===== src/rtl/sparse_mult_pkg.sv =====
// Shared types and constants for the sparse_mult_by_A datapath and its frame arbiter.
package sparse_mult_pkg;

   localparam int unsigned WORD_WIDTH = 96;
   localparam int unsigned LANE_WIDTH = 32;
   localparam int unsigned INPUT_LEN  = 11;
   localparam int unsigned OUTPUT_LEN = 1;

   // One datapath word viewed as three 32-bit lanes, most significant lane first.
   typedef struct packed {
      logic [LANE_WIDTH-1:0] high;
      logic [LANE_WIDTH-1:0] mid;
      logic [LANE_WIDTH-1:0] low;
   } word_t;

   // Arbiter FSM: IDLE picks the next frame owner, STREAM forwards that owner's beats.
   typedef enum logic {
      IDLE   = 1'b0,
      STREAM = 1'b1
   } arb_state_t;

endpackage


===== src/rtl/sparse_mult_tag_fifo.sv =====
// Small synchronous FIFO holding the requester ID of every frame inside the datapath.
module sparse_mult_tag_fifo #(
   parameter int unsigned WIDTH = 2,
   parameter int unsigned DEPTH = 4
) (
   input  logic             clk,
   input  logic             rst,
   input  logic             push,
   input  logic [WIDTH-1:0] push_data,
   input  logic             pop,
   output logic [WIDTH-1:0] head,
   output logic             full,
   output logic             empty
);

   localparam int unsigned PTR_W = (DEPTH > 1) ? $clog2(DEPTH) : 1;
   localparam int unsigned CNT_W = $clog2(DEPTH + 1);

   logic [WIDTH-1:0] mem [DEPTH];
   logic [PTR_W-1:0] wr_ptr;
   logic [PTR_W-1:0] rd_ptr;
   logic [CNT_W-1:0] count;
   logic             do_push;
   logic             do_pop;

   assign do_push = push & ~full;
   assign do_pop  = pop & ~empty;
   assign full    = (count == CNT_W'(DEPTH));
   assign empty   = (count == '0);
   assign head    = mem[rd_ptr];

   // Storage needs no reset; occupancy alone says which entries are live.
   always_ff @(posedge clk) begin
      if (do_push) mem[wr_ptr] <= push_data;
   end

   // Pointers wrap explicitly so non-power-of-two depths work; push+pop keeps count.
   always_ff @(posedge clk or posedge rst) begin
      if (rst) begin
         wr_ptr <= '0;
         rd_ptr <= '0;
         count  <= '0;
      end else begin
         if (do_push) wr_ptr <= (wr_ptr == PTR_W'(DEPTH - 1)) ? '0 : wr_ptr + PTR_W'(1);
         if (do_pop)  rd_ptr <= (rd_ptr == PTR_W'(DEPTH - 1)) ? '0 : rd_ptr + PTR_W'(1);
         if (do_push && !do_pop)      count <= count + CNT_W'(1);
         else if (do_pop && !do_push) count <= count - CNT_W'(1);
      end
   end

endmodule


===== src/rtl/sparse_mult_frame_arbiter.sv =====
// Round-robin whole-frame arbiter in front of a shared sparse_mult_by_A datapath;
// results come back tagged with the requester that sent the frame.
module sparse_mult_frame_arbiter #(
   parameter int unsigned WIDTH           = sparse_mult_pkg::WORD_WIDTH,
   parameter int unsigned NUM_REQ         = 4,
   parameter int unsigned INPUT_LEN       = sparse_mult_pkg::INPUT_LEN,
   parameter int unsigned OUTPUT_LEN      = sparse_mult_pkg::OUTPUT_LEN,
   parameter int unsigned MAX_OUTSTANDING = 4,
   localparam int unsigned ID_W           = (NUM_REQ > 1) ? $clog2(NUM_REQ) : 1
) (
   input  logic                     i_clock,
   input  logic                     i_reset,
   input  logic [NUM_REQ*WIDTH-1:0] i_req_data,
   input  logic [NUM_REQ-1:0]       i_req_valid,
   output logic [NUM_REQ-1:0]       o_req_ready,
   output logic [WIDTH-1:0]         o_mult_data,
   output logic                     o_mult_valid,
   input  logic                     i_mult_ready,
   input  logic [WIDTH-1:0]         i_mult_data,
   input  logic                     i_mult_valid,
   output logic                     o_mult_ready,
   output logic [WIDTH-1:0]         o_output_data,
   output logic [ID_W-1:0]          o_output_id,
   output logic                     o_output_valid,
   input  logic                     i_output_ready
);

   import sparse_mult_pkg::*;

   localparam int unsigned CNT_W  = (INPUT_LEN > 1) ? $clog2(INPUT_LEN) : 1;
   localparam int unsigned OCNT_W = (OUTPUT_LEN > 1) ? $clog2(OUTPUT_LEN) : 1;

   arb_state_t        state;
   arb_state_t        state_next;
   logic [ID_W-1:0]   grant;
   logic [ID_W-1:0]   rr_ptr;
   logic [ID_W-1:0]   winner;
   logic [ID_W-1:0]   idx;
   logic              found;
   logic [CNT_W-1:0]  beat_cnt;
   logic [OCNT_W-1:0] out_cnt;
   logic              beat;
   logic              last_beat;
   logic              push;
   logic              pop;
   logic              out_hs;
   logic [ID_W-1:0]   fifo_head;
   logic              fifo_full;
   logic              fifo_empty;
   logic [WIDTH-1:0]  req_words [NUM_REQ];

   genvar g;
   for (g = 0; g < NUM_REQ; g++) begin : g_unpack
      assign req_words[g] = i_req_data[g*WIDTH +: WIDTH];
   end

   // Round-robin search: first valid requester at or after the pointer wins.
   always_comb begin
      found  = 1'b0;
      winner = '0;
      idx    = '0;
      for (int unsigned i = 0; i < NUM_REQ; i++) begin
         idx = ID_W'((32'(rr_ptr) + i) % NUM_REQ);
         if (!found && i_req_valid[idx]) begin
            found  = 1'b1;
            winner = idx;
         end
      end
   end

   assign beat      = o_mult_valid & i_mult_ready;
   assign last_beat = beat && (beat_cnt == CNT_W'(INPUT_LEN - 1));
   assign push      = beat && (beat_cnt == '0);

   // State register.
   always_ff @(posedge i_clock or posedge i_reset) begin
      if (i_reset) state <= IDLE;
      else         state <= state_next;
   end

   // Next state: grant only with tag space free; hold the grant until the frame is complete.
   always_comb begin
      state_next = state;
      case (state)
         IDLE:    if (found && !fifo_full) state_next = STREAM;
         STREAM:  if (last_beat)           state_next = IDLE;
         default: state_next = IDLE;
      endcase
   end

   // Outputs toward requesters and datapath input: only the granted requester is connected.
   always_comb begin
      o_req_ready  = '0;
      o_mult_valid = 1'b0;
      o_mult_data  = '0;
      if (state == STREAM) begin
         o_mult_data        = req_words[grant];
         o_mult_valid       = i_req_valid[grant];
         o_req_ready[grant] = i_mult_ready;
      end
   end

   // Grant capture, beat counting and pointer advance past the finished owner.
   always_ff @(posedge i_clock or posedge i_reset) begin
      if (i_reset) begin
         grant    <= '0;
         rr_ptr   <= '0;
         beat_cnt <= '0;
      end else begin
         if (state == IDLE && state_next == STREAM) grant <= winner;
         if (beat) beat_cnt <= last_beat ? '0 : beat_cnt + CNT_W'(1);
         if (last_beat) rr_ptr <= (grant == ID_W'(NUM_REQ - 1)) ? '0 : grant + ID_W'(1);
      end
   end

   // Result path: a word is only accepted when a tag says whose it is.
   assign o_output_valid = i_mult_valid & ~fifo_empty;
   assign o_mult_ready   = i_output_ready & ~fifo_empty;
   assign o_output_data  = fifo_empty ? '0 : i_mult_data;
   assign o_output_id    = fifo_empty ? '0 : fifo_head;
   assign out_hs         = i_mult_valid & o_mult_ready;
   assign pop            = out_hs && (out_cnt == OCNT_W'(OUTPUT_LEN - 1));

   // Count result words of the head frame; release its tag on the last one.
   always_ff @(posedge i_clock or posedge i_reset) begin
      if (i_reset)     out_cnt <= '0;
      else if (out_hs) out_cnt <= pop ? '0 : out_cnt + OCNT_W'(1);
   end

   sparse_mult_tag_fifo #(
      .WIDTH (ID_W),
      .DEPTH (MAX_OUTSTANDING)
   ) u_tag_fifo (
      .clk       (i_clock),
      .rst       (i_reset),
      .push      (push),
      .push_data (grant),
      .pop       (pop),
      .head      (fifo_head),
      .full      (fifo_full),
      .empty     (fifo_empty)
   );

   // A result with no outstanding tag means the datapath broke protocol.
   a_no_result_without_tag: assert property (@(posedge i_clock) disable iff (i_reset)
      !(i_mult_valid && fifo_empty));

endmodule

===== config.mk =====
export PLATFORM = sky130hd
export DESIGN_NAME = sparse_mult_frame_arbiter
export DESIGN_NICKNAME = d
export VERILOG_FILES = /design/src/rtl/sparse_mult_pkg.sv /design/src/rtl/sparse_mult_tag_fifo.sv /design/src/rtl/sparse_mult_frame_arbiter.sv
export SDC_FILE = /design/constraint.sdc
export NUM_CORES = 1
export LEC_CHECK = 0
export ABC_AREA = 1
export BUFFER_PORTS_ARGS = -buffer_cell sky130_fd_sc_hd__buf_2
export CELL_PAD_IN_SITES_DETAIL_PLACEMENT = 0
export CELL_PAD_IN_SITES_GLOBAL_PLACEMENT = 1
export CORE_AREA = 3 3 266 268
export DETAILED_ROUTE_END_ITERATION = 6
export DIE_AREA = 0 0 269 271
export PLACE_DENSITY = 0.44
export SYNTH_ARGS = -nofsm -noshare
export SYNTH_HDL_FRONTEND = slang
export SYNTH_SLANG_ARGS = --single-unit

===== constraint.sdc =====
create_clock -name i_clock -period 2.95 [get_ports i_clock]
set_clock_uncertainty 0.2 [all_clocks]
set_input_delay 0.4425 -clock i_clock [delete_from_list [all_inputs] [get_ports i_clock]]
set_output_delay 0.4425 -clock i_clock [all_outputs]
set_load 0.005 [all_outputs]

==> run metrics, run 1 <==
Avg Inst Size Synth between 4 and 5 sq um; pin count of the biggest net entering global routing 100; layout cells sized above 1 0.412; vias per cell 3.59; total core area 68600 sq um; Syn-to-layout area delta 80.9%; H-tree depth 1; Synth Area in Compound Gates 0.276; outcome completed; unrepaired setup endpoints after global routing no; Critical Path RT around 2.3 ns; type of the worst setup path flip-flop to primary output; Post-synth top flop dfrtp_1; DR DRC count 0; number of global-route vias before repair 9879; Seq cells post-synth 25; CP startpoint kind flip-flop; VDD IR max 0.284 mV; post-synthesis xor/xnor area fraction 0.00464; min-delay worst type primary input to asynchronous set/reset pin; largest family of logic cells by synthesized area simple AND/OR/NAND/NOR gates; # rows between 90 and 100; worst rel slew slack 0.482; vias post-DR ~9800; Buffers on Ports 689; post-CTS setup buffers 0; WL per Instance 16.5 microns; setup TNS 0 ns; CP Max Fanout 75; Detail Placement HPWL ~38000 microns; clock slew seen by the registers of the worst setup and hold paths 0.07 ns; Final Max Tran Viols 0; YS warnings 0; Max Cap Viol 0; GRT overflow 0; CTS root buf clkbuf_16; mux share of post-synthesis cell area 0.00199; Final Cell Area ~10000 sq um; Synth Area in Adders 0.0323; top post-synthesis cells by area nor2_1 34%, o21ai_0 18%, a21oi_1 8.8%; worst skew pair latency approximately 0.26 ns; pwr/cell area 779 nW/um^2; multi-input logic area a little over 4000 sq um; Data arrival, critical path 2.15 ns; setup violators final 0; syn nets around 1700; DR pass1 iterations 6; initial antenna violation count 31; Filler cells 8217; global-route wire length before repair 62400 microns; CTS Buf Count 3; Final GP Congestion 0.813; actual transition at the worst max-transition pin 0.777 ns; period utilisation layout 0.948; FMAX 0.358 GHz; Sink Count 25; die width 269 microns; Synth Instances 1161; Starting Density 0.0825; Mapped Area 5660 sq um; clk buf depth 2; Top Ports between 600 and 700; NumNets Final 2294; Routed Antenna Nets 0; post-synthesis sequential area ratio 0.118; GRT Util Overall 0.114; Synth area leader nor2_1; Post-Route WL between 40000 and 50000 microns; top-area cell type share of the netlist area 0.336; Die Y 271 microns; CTS tree done; Storage cell area 673 sq um; Period minus WS final 2.80 ns; ys async rst share 0.680; Final Hold Viols 0; 1st-iter DRT viols between 400 and 500; dpl cell area 10100 sq um; Worst setup EP type primary output; Synth cell types 36; Simple-Gate Fraction of Synth Area 0.405; die area 72900 sq um; number of flops mapped to enable cells by yosys 8; Leakage 0.00555 uW
## power breakdown
part	internal (uW)	switching, uW
clock network	183	127
registers	493	148
logic	2650	4380
## sequential cells by signal, summed over array words and instances (netlist names)
name,flops
beat_cnt,4
grant,2
out_cnt,1
rr_ptr,2
state,1
u_tag_fifo.count,3
u_tag_fifo.mem,8
u_tag_fifo.rd_ptr,2
u_tag_fifo.wr_ptr,2
## per-stage QoR
step / power, uW / hold slack, ns / worst slack (ns) / std cells / utilization
after detailed placement: 7910 / 0.249 / 0.267 / 2717 / 0.147
after global routing: 8970 / 0.229 / 0.00536 / 2725 / 0.149
final: 7980 / 0.144 / 0.154 / 2734 / 0.149
after floorplan: 4560 / 0.169 / 0.548 / 1161 / -
after global placement: 7950 / 0.255 / 0.137 / 2717 / 0.147
after CTS: 8250 / 0.222 / 0.0595 / 2721 / 0.149
## critical path, stage by stage (launching register included)
cell,delay [ns]
dfrtp_4,0.54
buf_12,0.19
inv_4,0.11
buf_12,0.26
o21ai_0,0.17
a21oi_1,0.34
buf_2,0.19
## per-layer routing
| layer | global-route usage | vias to the layer above | part of all wire |
|---|---|---|---|
| met1 | 0.113 | 4347 | 0.35 |
| met2 | 0.224 | 486 | 0.53 |
| li1 | - | 4896 | - |
| met4 | 0.0171 | 26 | 0.015 |
| met5 | 0 | - | 0.0037 |
| met3 | 0.0428 | 55 | 0.10 |
## layout make-up
| cell class | count | area share |
|---|---|---|
| inverter | 134 | 0.0505 |
| sequential | 25 | 0.0658 |
| clock buffer | 3 | 0.00733 |
| timing repair buffer | 711 | 0.361 |
| antenna | 13 | 0.00318 |
| multi-input combinational | 916 | 0.398 |
| tap | 931 | 0.114 |
| clock inverter | 1 | 0.000489 |
## repair_timing
item / in CTS / in global routing
setup endpoints to repair: 0 / 2
resized for setup: 0 / 2
hold buffers: 0 / 0
## cell usage in the layout (no fill, tap or decap), types with 2 or more instances in the layout
cell type and n:
buf_2 689, nor2_1 506, o21ai_0 203, inv_1 126
a21oi_1 98, nand2_1 53, nand3_1 15, dfrtp_1 15
buf_4 15, diode_2 13, ha_1 13, edfxtp_1 8
buf_12 6, nor2_2 4, inv_4 3, inv_2 3
a21oi_2 3, clkbuf_16 3, clkinv_2 2, o211ai_1 2
nor3_1 2, nand4_1 2, xor2_1 2, o21ai_1 2
dfrtp_4 2
## logic make-up (layout without fill, tap and decap cells)
kind of cell               Yosys count  count (layout)
and+or+nand+nor                    589             589
AOI/OAI and AO/OA                  309             309
buffers and inverters              220             849
DFF                                 25              25
adders and majority gates           14              14
xor gates and xnor gates             3               3
muxes                                1               1
other                                0              13
## synthesized netlist by cell type, types with 2 or more instances
library cell	number
nand2_1	53
o21ai_1	2
dfrtp_1	17
clkbuf_1	37
buf_1	9
nor2_2	4
xor2_1	2
a21oi_1	99
nor2_1	506
inv_2	6
ha_1	13
buf_2	25
edfxtp_1	8
inv_1	126
a21oi_2	2
nand3_1	15
buf_4	12
nand4_1	2
o211ai_1	2
clkbuf_2	2
o21ai_0	203
nor3_1	2
## worst paths after layout
kind | slack (ns) | end | cells after the start | from
max | 0.15 | o_mult_data[55] | 6 | grant[0]
min in group i_clock | 0.26 | out_cnt | 2 | out_cnt
max reg2reg | 0.33 | u_tag_fifo.count[2] | 13 | grant[0]
min reg2reg | 0.26 | out_cnt | 2 | out_cnt
min | 0.14 | u_tag_fifo.count[2] | 2 | i_reset
max in group asynchronous | 1.84 | grant[1] | 2 | i_reset
Note: power is estimated with default switching activity, not from simulation.
==> run 2: changes to the inputs <==
CAP_MARGIN = 20   (was unset)
CELL_PAD_IN_SITES_GLOBAL_PLACEMENT = 2   (was 1)
CORE_AREA = 3 3 269 271   (was 3 3 266 268)
DIE_AREA = 0 0 272 274   (was 0 0 269 271)
PLACE_DENSITY = 0.57   (was 0.44)
SETUP_SLACK_MARGIN = 0.3   (was unset)
==> run 2 against run 1 <==
Net effect:
- first-iteration DRC count is 24% lower
- critical path depth increased by 1
- fmax increased by 7.8%
- sequential cell count unchanged
- critical path type unchanged
- design area grew 3.0%
==> run metrics, run 2 (same netlist as run 1, synthesis figures left out) <==
Filler cells 8362 (+1.8%); met2 WL 24900 microns (+4.9%); die width 272 microns (+1.1%); worst skew pair latency 0.27 ns (about the same); Buffers on Ports 689 (unchanged); Data arrival, critical path 1.95 ns (-0.20 ns); vias per cell 3.60 (+0.44%); number of global-route vias before repair 9853 (-0.26%); Final Max Tran Viols 0 (unchanged); layout cells sized above 1 0.418 (+0.00604); Critical path origin grant[0]; crit path max-delay cell type dfrtp_4; CP Max Fanout 35 (-53%); CTS root buf clkbuf_16; die area 74500 sq um (+2.2%); Starting Density 0.0808 (-0.00170); NumNets Final 2304 (+0.44%); most common cell after layout, fill and taps aside buf_2; Regs by FF count u_tag_fifo.mem x8, beat_cnt x4, u_tag_fifo.count x3; min-delay worst type primary input to asynchronous set/reset pin; Routed met3 length 4120 microns (-9.7%); worst rel slew slack 0.456 (-0.0257); FMAX 0.386 GHz (+7.8%); Routed Antenna Nets 0 (unchanged); Worst path max stage delay 0.52 ns (-0.02 ns); Biggest register u_tag_fifo.mem; actual transition at the worst max-transition pin 0.815 ns (+0.0385 ns); Layout Utilization 0.151 (+0.00132); WL per Instance 17.0 microns (+3.1%); CTS Buf Count 3 (unchanged); Post-Route WL 46800 microns (+3.7%); Non-Filler Instances 2749 (+0.55%); VDD IR max 0.310 mV (+9.1%); clock slew seen by the registers of the worst setup and hold paths 0.07 ns (about the same); Die Y 274 microns (+1.1%); Buf+Inv Stages, Crit Path 5 (+1); period utilisation layout 0.879 (-0.0688); Crit path max-delay family buffers and inverters; initial antenna violation count 16 (-48%); RR Startpoint grant[0]; global-route wire length before repair 62500 microns (+0.18%); pwr/cell area 826 nW/um^2 (+6.0%); CP startpoint kind flip-flop; setup violators final 0 (unchanged); GRT overflow 0 (unchanged); Leakage 0.00568 uW (+2.4%); outcome completed; Top Ports 690 (unchanged); Max Cap Viol 0 (unchanged); Final Hold Viols 0 (unchanged); Syn-to-layout area delta 86.4%; # rows 97 (+1.0%); DR DRC count 0 (unchanged); hold buffer count at cts 0 (unchanged); Top Layer Used met5; number of flip-flops in the largest register 8 (unchanged); clk buf depth 2 (unchanged); setup TNS 0 ns (unchanged); Period minus WS final 2.59 ns (-0.203 ns); most used cell, CP buf_4; CTS tree done; 1st-iter DRT viols 368 (-24%); Crit. path cell count 7 (+1); R2R depth 14 (+1); Critical Path RT 2.31 ns (about the same); met1 WL 16400 microns (+3.0%); unrepaired setup endpoints after global routing yes; type of the worst setup path flip-flop to primary output; DP Cell Count 2722 (+0.18%); Worst setup EP type primary output; H-tree depth 1 (unchanged); CP cell instances buf_4 > inv_8 > buf_16 > o21ai_0 > a21oi_1 > buf_4 > buf_2; Final GP Congestion 0.921 (+13%); DR pass1 iterations 4 (-2); pin count of the biggest net entering global routing 100 (unchanged); most frequent cells in the layout 689 x buf_2, 506 x nor2_1, 201 x o21ai_0, 125 x inv_1, 96 x a21oi_1; vias post-DR 9907 (+0.99%); Detail Placement HPWL 37000 microns (-2.9%); Sink Count 25 (unchanged); GRT Util Overall 0.111 (-0.00304); total core area 70000 sq um (+2.1%)
[run 2: timing repair]
item / in CTS / in global routing
endpoints found under the setup margin: 23 / 58
gates resized for setup: 3 / 29
buffers inserted: 0 / 9
pin swaps: 0 / 9
gates cloned: 1 / 4
[run 2: path summary, 6_finish.rpt]
check	to	slack [ns]
worst max-delay path	o_mult_data[81]	0.36
worst min register to register	out_cnt	0.26
worst min-delay path	u_tag_fifo.count[0]	0.15
max in group asynchronous	grant[1]	1.80
min in group i_clock	out_cnt	0.26
worst max register to register	u_tag_fifo.count[2]	0.41
[run 2: report_power, final]
| part | total (uW) | internal (uW) | switching (uW) |
|---|---|---|---|
| Combinational | 7740 | 3000 | 4740 |
| Clock | 328 | 185 | 143 |
| Sequential | 639 | 493 | 146 |
[run 2: stage by stage]
step / hold slack, ns / total power, uW / worst slack (ns) / area (sq um)
6_report: 0.150 / 8710 / 0.357 / 10500
3_3_place_gp: 0.244 / 7990 / 0.0462 / 10100
5_1_grt: 0.240 / 9660 / 0.249 / 10500
4_1_cts: 0.202 / 8430 / 0.193 / 10200
3_5_place_dp: 0.252 / 7950 / 0.203 / 10100
2_1_floorplan: 0.169 / 4560 / 0.548 / 5660
[run 2: area by class of cell]
class                      count  area, sq um  share of cell area
clock buffer                   3         75.1             0.00712
inverter                     134          526              0.0498
clock inverter                 1         7.51            0.000712
timing repair buffer         721         3960               0.376
sequential                    25          673              0.0638
multi-input combinational    916         4100               0.389
antenna                        9         22.5             0.00214
tap                          940         1180               0.112
[run 2: metal layers]
layer	vias up	GRT usage
met5	-	0
met4	10	0.0277
met3	55	0.0322
met2	522	0.222
met1	4407	0.110
li1	4913	-
